[src/rtl/btn_pkg.sv]
// rtl/btn_pkg.sv - shared types and constants for the push-button conditioner
// Auto-repeat is built only when BTN_AUTOREPEAT_EN is defined.
package btn_pkg;

  typedef enum logic [1:0] {
    IDLE   = 2'd0,
    HELD   = 2'd1,
    REPEAT = 2'd2
  } btn_state_e;

  localparam int BTN_UP        = 0;
  localparam int BTN_DOWN      = 1;
  localparam int BTN_SET_CLOCK = 2;
  localparam int BTN_SET_ALARM = 3;

  localparam logic [3:0] DEFAULT_REPEAT_MASK = 4'b0011;

  function automatic int max_int(input int a, input int b);
    return (a > b) ? a : b;
  endfunction

  // Counter width for a terminal count of n-1; never narrower than one bit.
  function automatic int cnt_width(input int n);
    return (n < 2) ? 1 : $clog2(n);
  endfunction

endpackage

[src/rtl/btn_channel.sv]
// rtl/btn_channel.sv - one button: 2-FF synchroniser, debounce counter and press/repeat FSM
// Auto-repeat (HELD -> REPEAT) exists only when BTN_AUTOREPEAT_EN is defined.
module btn_channel
  import btn_pkg::*;
#(
  parameter int DEBOUNCE_CYCLES = 1_000_000,
  parameter int REPEAT_DELAY    = 25_000_000,
  parameter int REPEAT_PERIOD   = 10_000_000
) (
  input  logic clk,
  input  logic rst_n,
  input  logic raw_n,
  input  logic repeat_en,
  output logic level,
  output logic pulse
);

  localparam int            DW     = cnt_width(DEBOUNCE_CYCLES);
  localparam logic [DW-1:0] D_LAST = DW'(DEBOUNCE_CYCLES - 1);

  logic          sync1;
  logic          sync2;
  logic [DW-1:0] dcnt;
  logic          toggle;
  btn_state_e    state;

  always_ff @(posedge clk or negedge rst_n) begin
    if (!rst_n) begin
      sync1 <= 1'b0;
      sync2 <= 1'b0;
    end else begin
      sync1 <= ~raw_n;
      sync2 <= sync1;
    end
  end

  assign toggle = (sync2 != level) && (dcnt == D_LAST);

  // Any cycle that agrees with the accepted level restarts the count.
  always_ff @(posedge clk or negedge rst_n) begin
    if (!rst_n) begin
      dcnt  <= '0;
      level <= 1'b0;
    end else if (sync2 == level || toggle) begin
      dcnt  <= '0;
      level <= level ^ toggle;
    end else begin
      dcnt  <= dcnt + 1'b1;
    end
  end

`ifdef BTN_AUTOREPEAT_EN
  localparam int            RW          = cnt_width(max_int(REPEAT_DELAY, REPEAT_PERIOD));
  localparam logic [RW-1:0] DELAY_LAST  = RW'(REPEAT_DELAY - 1);
  localparam logic [RW-1:0] PERIOD_LAST = RW'(REPEAT_PERIOD - 1);

  logic [RW-1:0] rcnt;

  // An accepted release takes priority over a repeat due in the same cycle.
  always_ff @(posedge clk or negedge rst_n) begin
    if (!rst_n) begin
      state <= IDLE;
      rcnt  <= '0;
      pulse <= 1'b0;
    end else begin
      pulse <= 1'b0;
      if (toggle && level) begin
        state <= IDLE;
        rcnt  <= '0;
      end else begin
        case (state)
          IDLE: if (toggle) begin
            state <= HELD;
            rcnt  <= '0;
            pulse <= 1'b1;
          end
          HELD: if (repeat_en) begin
            if (rcnt == DELAY_LAST) begin
              state <= REPEAT;
              rcnt  <= '0;
              pulse <= 1'b1;
            end else begin
              rcnt <= rcnt + 1'b1;
            end
          end
          REPEAT: if (rcnt == PERIOD_LAST) begin
            rcnt  <= '0;
            pulse <= 1'b1;
          end else begin
            rcnt <= rcnt + 1'b1;
          end
          default: state <= IDLE;
        endcase
      end
    end
  end
`else
  localparam int unused_repeat_cfg = REPEAT_DELAY + REPEAT_PERIOD;
  logic unused_repeat_en;
  assign unused_repeat_en = repeat_en;

  always_ff @(posedge clk or negedge rst_n) begin
    if (!rst_n) begin
      state <= IDLE;
      pulse <= 1'b0;
    end else begin
      pulse <= 1'b0;
      if (toggle && level) begin
        state <= IDLE;
      end else if (state == IDLE && toggle) begin
        state <= HELD;
        pulse <= 1'b1;
      end
    end
  end
`endif

endmodule

[src/rtl/btn_conditioner.sv]
// rtl/btn_conditioner.sv - debounced levels and press/repeat events for the alarm-clock buttons
// Auto-repeat on REPEAT_MASK channels is built only when BTN_AUTOREPEAT_EN is defined.
module btn_conditioner
  import btn_pkg::*;
#(
  parameter int               N_BTN           = 4,
  parameter int               DEBOUNCE_CYCLES = 1_000_000,
  parameter int               REPEAT_DELAY    = 25_000_000,
  parameter int               REPEAT_PERIOD   = 10_000_000,
  parameter logic [N_BTN-1:0] REPEAT_MASK     = N_BTN'(DEFAULT_REPEAT_MASK)
) (
  input  logic             clk_clk,
  input  logic             reset_reset_n,
  input  logic [N_BTN-1:0] btn_raw_n,
  output logic [N_BTN-1:0] btn_level,
  output logic [N_BTN-1:0] btn_event
);

  for (genvar i = 0; i < N_BTN; i++) begin : g_ch
    btn_channel #(
      .DEBOUNCE_CYCLES(DEBOUNCE_CYCLES),
      .REPEAT_DELAY   (REPEAT_DELAY),
      .REPEAT_PERIOD  (REPEAT_PERIOD)
    ) u_ch (
      .clk      (clk_clk),
      .rst_n    (reset_reset_n),
      .raw_n    (btn_raw_n[i]),
      .repeat_en(REPEAT_MASK[i]),
      .level    (btn_level[i]),
      .pulse    (btn_event[i])
    );
  end

endmodule

[config.mk]
export PLATFORM = sky130hd
export DESIGN_NAME = btn_conditioner
export DESIGN_NICKNAME = d
export VERILOG_FILES = /design/src/rtl/btn_pkg.sv /design/src/rtl/btn_channel.sv /design/src/rtl/btn_conditioner.sv
export SDC_FILE = /design/constraint.sdc
export NUM_CORES = 1
export LEC_CHECK = 0
export CORE_MARGIN = 2
export CORE_UTILIZATION = 55
export CTS_CLUSTER_SIZE = 20
export DETAILED_ROUTE_END_ITERATION = 8
export PLACE_DENSITY = 0.75
export SYNTH_ARGS = -nofsm -noshare
export SYNTH_HDL_FRONTEND = slang
export SYNTH_SLANG_ARGS = --single-unit
[constraint.sdc]
create_clock -name clk_clk -period 1.95 [get_ports clk_clk]
set_input_delay 0.195 -clock clk_clk [delete_from_list [all_inputs] [get_ports clk_clk]]
set_output_delay 0.195 -clock clk_clk [all_outputs]
set_load 0.02 [all_outputs]
==> metrics.md <==
| Metric | Value |
|---|---|
| Worst-Skew Late Latency | 0.37 ns |
| Clock-pin slew on the worst setup and hold paths | around 0.1 ns |
| Detailed Route Iter0 Violations | approximately 120 |
| CP endpoint kind | flop |
| Die span in x | roughly 97 µm |
| Final setup viols | 19 |
| Yosys Warn Count | 0 |
| Area growth syn-to-layout | 14.9% |
| Hold Crit Class | input pin to flop |
| Syn Nets | around 500 |
| Post-synthesis cell type count | 42 |
| Diodes inserted | 0 |
| Top cell type's share of synthesized area | 52.1% |
| Slew margin rel. | 61.7% |
| Avg Inst Size Synth | approximately 10 µm² |
| Reported leakage power | about 0.0023 µW |
| Unrepaired setup endpoints after global routing | true |
| Post-synth top area cell | dfrtp_1 |
| WL final | between 9000 and 10000 µm |
| DP Cell Count | 617 |
| Multi-input logic area | ~0.0022 mm² |
| First-pass GRT wire length | between 15000 and 20000 µm |
| Overall Global Routing Usage | around a fifth |
| Area contributors post-synth | dfrtp_1 (52%), xnor2_1 (4.7%), xor2_1 (4.6%), nor2_1 (4.3%), nand3_1 (3.4%) |
| Buffer levels on the longest clock path | 2 |
| Slew Limit Fails | 0 |
| Routed WL per cell | roughly 15 µm |
| Largest family of logic cells by synthesized area | simple AND/OR/NAND/NOR gates |
| FMAX | between 0.4 and 0.5 GHz |
| Peak VDD IR | around 0.00053 V |
| FF+latch area | between 0.002 and 0.003 mm² |
| Antenna Nets Post-Route | 0 |
| Crit start category | flop |
| Compound-cell area share of the yosys netlist | around 8.2% |
| DR vias | 3692 |
| Vias in the first global route | 3763 |
| Outcome | complete, but fails checks |
| Die Y | 97.4 µm |
| Post-route setup slack | -0.0775 ns |
| Cell Area, Synth | 0.00480 mm² |
| XOR/XNOR Fraction of Synth Area | 9.30% |
| Clk root buf | clkbuf_8 |
| Initial antenna violation count | 0 |
| Layout cells sized above 1 | about 14% |
| PD cells | between 600 and 700 mW/mm² |
| CTS sink cnt | 100 |
| Tightest Pin Transition | ~0.57 ns |
| Fin area | approximately 0.0055 mm² |
| Crit path kind | flop to flop |
| CP max FO | 19 |
| Finished Layout Cells | ~640 |
| Failing checks | negative setup slack |
| Fill count | 696 |
| Remaining Overflow, GRT | 0 |
| Tmin final | between 2 and 2.5 ns |
| DRC Markers | 0 |
| Drt first pass iters | 4 |
| Mux share of post-synthesis cell area | less than 1% |
| Post-Synth Simple-Gate Area | 24.7% |
| Vias per cell | slightly below 6 |
| Post-synth EDFFs | 0 |
| Port bufs | 13 |
| Final GP Congestion | around 0.86 |
| Max_cap viols | 0 |
| CTS tree | built |
| Synth async-reset ratio | between 90% and 100% |
| Starting Density | 55.9% |
| Pin count of the biggest net entering global routing | 40 |
| # IOs | 14 |
| Total CTS buffers | 9 |
| Worst Path Arrival | ~2.3 ns |
| Fin. Hold Viols | 0 |
| Net count, final | ~540 |
| Top_reg_cell synth | dfrtp_1 |
| H-tree levels | 3 |
| Worst EP required | around 2.2 ns |
| Sequential fraction of the synthesis area | between 50% and 60% |
| Synthesized-area fraction occupied by adder cells | around 1.0% |
| Core ar. | 0.00859 mm² |
| Synth Register Bits | 100 |
| Post-Syn Instances | 481 |
| Die area | 0.00949 mm² |
| Cell Area, Placed | roughly 0.0053 mm² |
| Num rows | 34 |
| Clk_skew | 0.0167 ns |
| Period utilization | 104% |
| Post-DP HPWL | between 6000 and 7000 µm |
-- cell usage after synthesis, types with 17 or more instances --
cell,count
nand3_1,33
or4_1,17
or3_1,18
nand4_1,18
a21oi_1,26
dfrtp_1,100
inv_1,19
nor2_1,55
xnor2_1,26
o21ai_0,17
nand2_1,23
xor2_1,25
-- worst paths after layout --
| check | slack, ns | endpoint | depth (start not counted) | start |
|---|---|---|---|---|
| hold / removal | 0.31 | g_ch[3].u_ch.sync1 | 2 | btn_raw_n[3] |
| setup reg to reg | -0.08 | g_ch[1].u_ch.dcnt[5] | 5 | g_ch[1].u_ch.dcnt[10] |
| max in group asynchronous | 0.89 | g_ch[2].u_ch.dcnt[16] | 3 | reset_reset_n |
| setup / recovery | -0.08 | g_ch[1].u_ch.dcnt[5] | 5 | g_ch[1].u_ch.dcnt[10] |
| hold reg to reg | 0.35 | g_ch[1].u_ch.sync2 | 0 | g_ch[1].u_ch.sync1 |
| min in group asynchronous | 0.32 | g_ch[3].u_ch.dcnt[14] | 2 | reset_reset_n |
-- worst max-delay path, stage by stage (launching register included) --
cell and delay (ns):
dfrtp_1 0.39, or4_4 0.55, or4_4 0.55, o21ai_4 0.19, buf_12 0.16, nor2_1 0.05
-- cell families (layout without fill, tap and decap cells) --
kind of cell,after synthesis,count (layout)
and+or+nand+nor,219,219
DFF,100,100
buffers and inverters,39,87
adders and majority gates,4,4
xor gates and xnor gates,51,51
AOI/OAI and AO/OA,65,65
muxes,3,3
-- repair_timing --
item	CTS	global route
hold endpoints to repair	37	0
setup buffers	0	4
resized for setup	1	8
hold buffers	1	0
endpoints found under the setup margin	19	48
-- state kept, by name, summed over array words and instances (netlist names), named ones only --
register	count
g_ch.u_ch.state	4
g_ch.u_ch.sync1	4
g_ch.u_ch.dcnt	80
g_ch.u_ch.sync2	4
g_ch.u_ch.pulse	4
-- area by class of cell --
class	instances	share of cell area [%]
multi-input cells	342	39.0
clock inverters	3	0.408
inverters	19	1.29
well taps	108	2.45
repair buffers	53	8.71
clock buffers	12	2.81
flip-flops and latches	100	45.4
-- stage by stage --
step | hold slack [ns] | power, µW | util, % | setup TNS, ns | setup slack [ns]
2_1_floorplan | -0.101 | 2230 | - | -0.776 | -0.0764
3_3_place_gp | 0.194 | 2320 | 61.2 | -0.0834 | -0.0137
3_5_place_dp | 0.199 | 2330 | 61.2 | -0.959 | -0.0592
4_1_cts | 0.298 | 3550 | 63.5 | -0.935 | -0.0643
5_1_grt | 0.331 | 3650 | 64.2 | -2.33 | -0.129
6_report | 0.310 | 3520 | 64.2 | -1.18 | -0.0775
-- cell usage in the layout (no fill, tap or decap), types with 2 or more instances in the layout --
master,n
dfrtp_1,100
nor2_1,55
buf_4,36
nand3_1,33
xnor2_1,26
a21oi_1,26
xor2_1,25
nand2_1,23
inv_1,19
nand4_1,18
o21ai_0,17
or3_1,17
o31ai_1,13
or4_1,12
nor4_1,12
clkdlybuf4s50_1,12
clkbuf_8,11
and3_1,10
nor3_1,8
or4_4,6
and2_1,5
buf_12,4
and4_1,3
nand4b_1,3
nor4b_1,3
mux2_2,3
ha_1,3
clkinvlp_4,3
nor4_2,2
a21o_1,2
or2_2,2
-- per-layer routing --
metal  vias to the layer above  global-route usage [%]  routed length, µm
met4                         0                    7.16                136
met1                      1840                    27.8               4210
met2                        51                    35.7               4680
met5                         -                       0                  0
li1                       1790                       -                  -
met3                        11                    2.88                238
-- power breakdown --
group          switching (µW)  total, µW  internal (µW)
registers                27.1       2130           2100
logic                    96.8        163           66.4
clock network             704       1230            528
total                     828       3520           2690
Note: power is estimated with default switching activity, not from simulation.
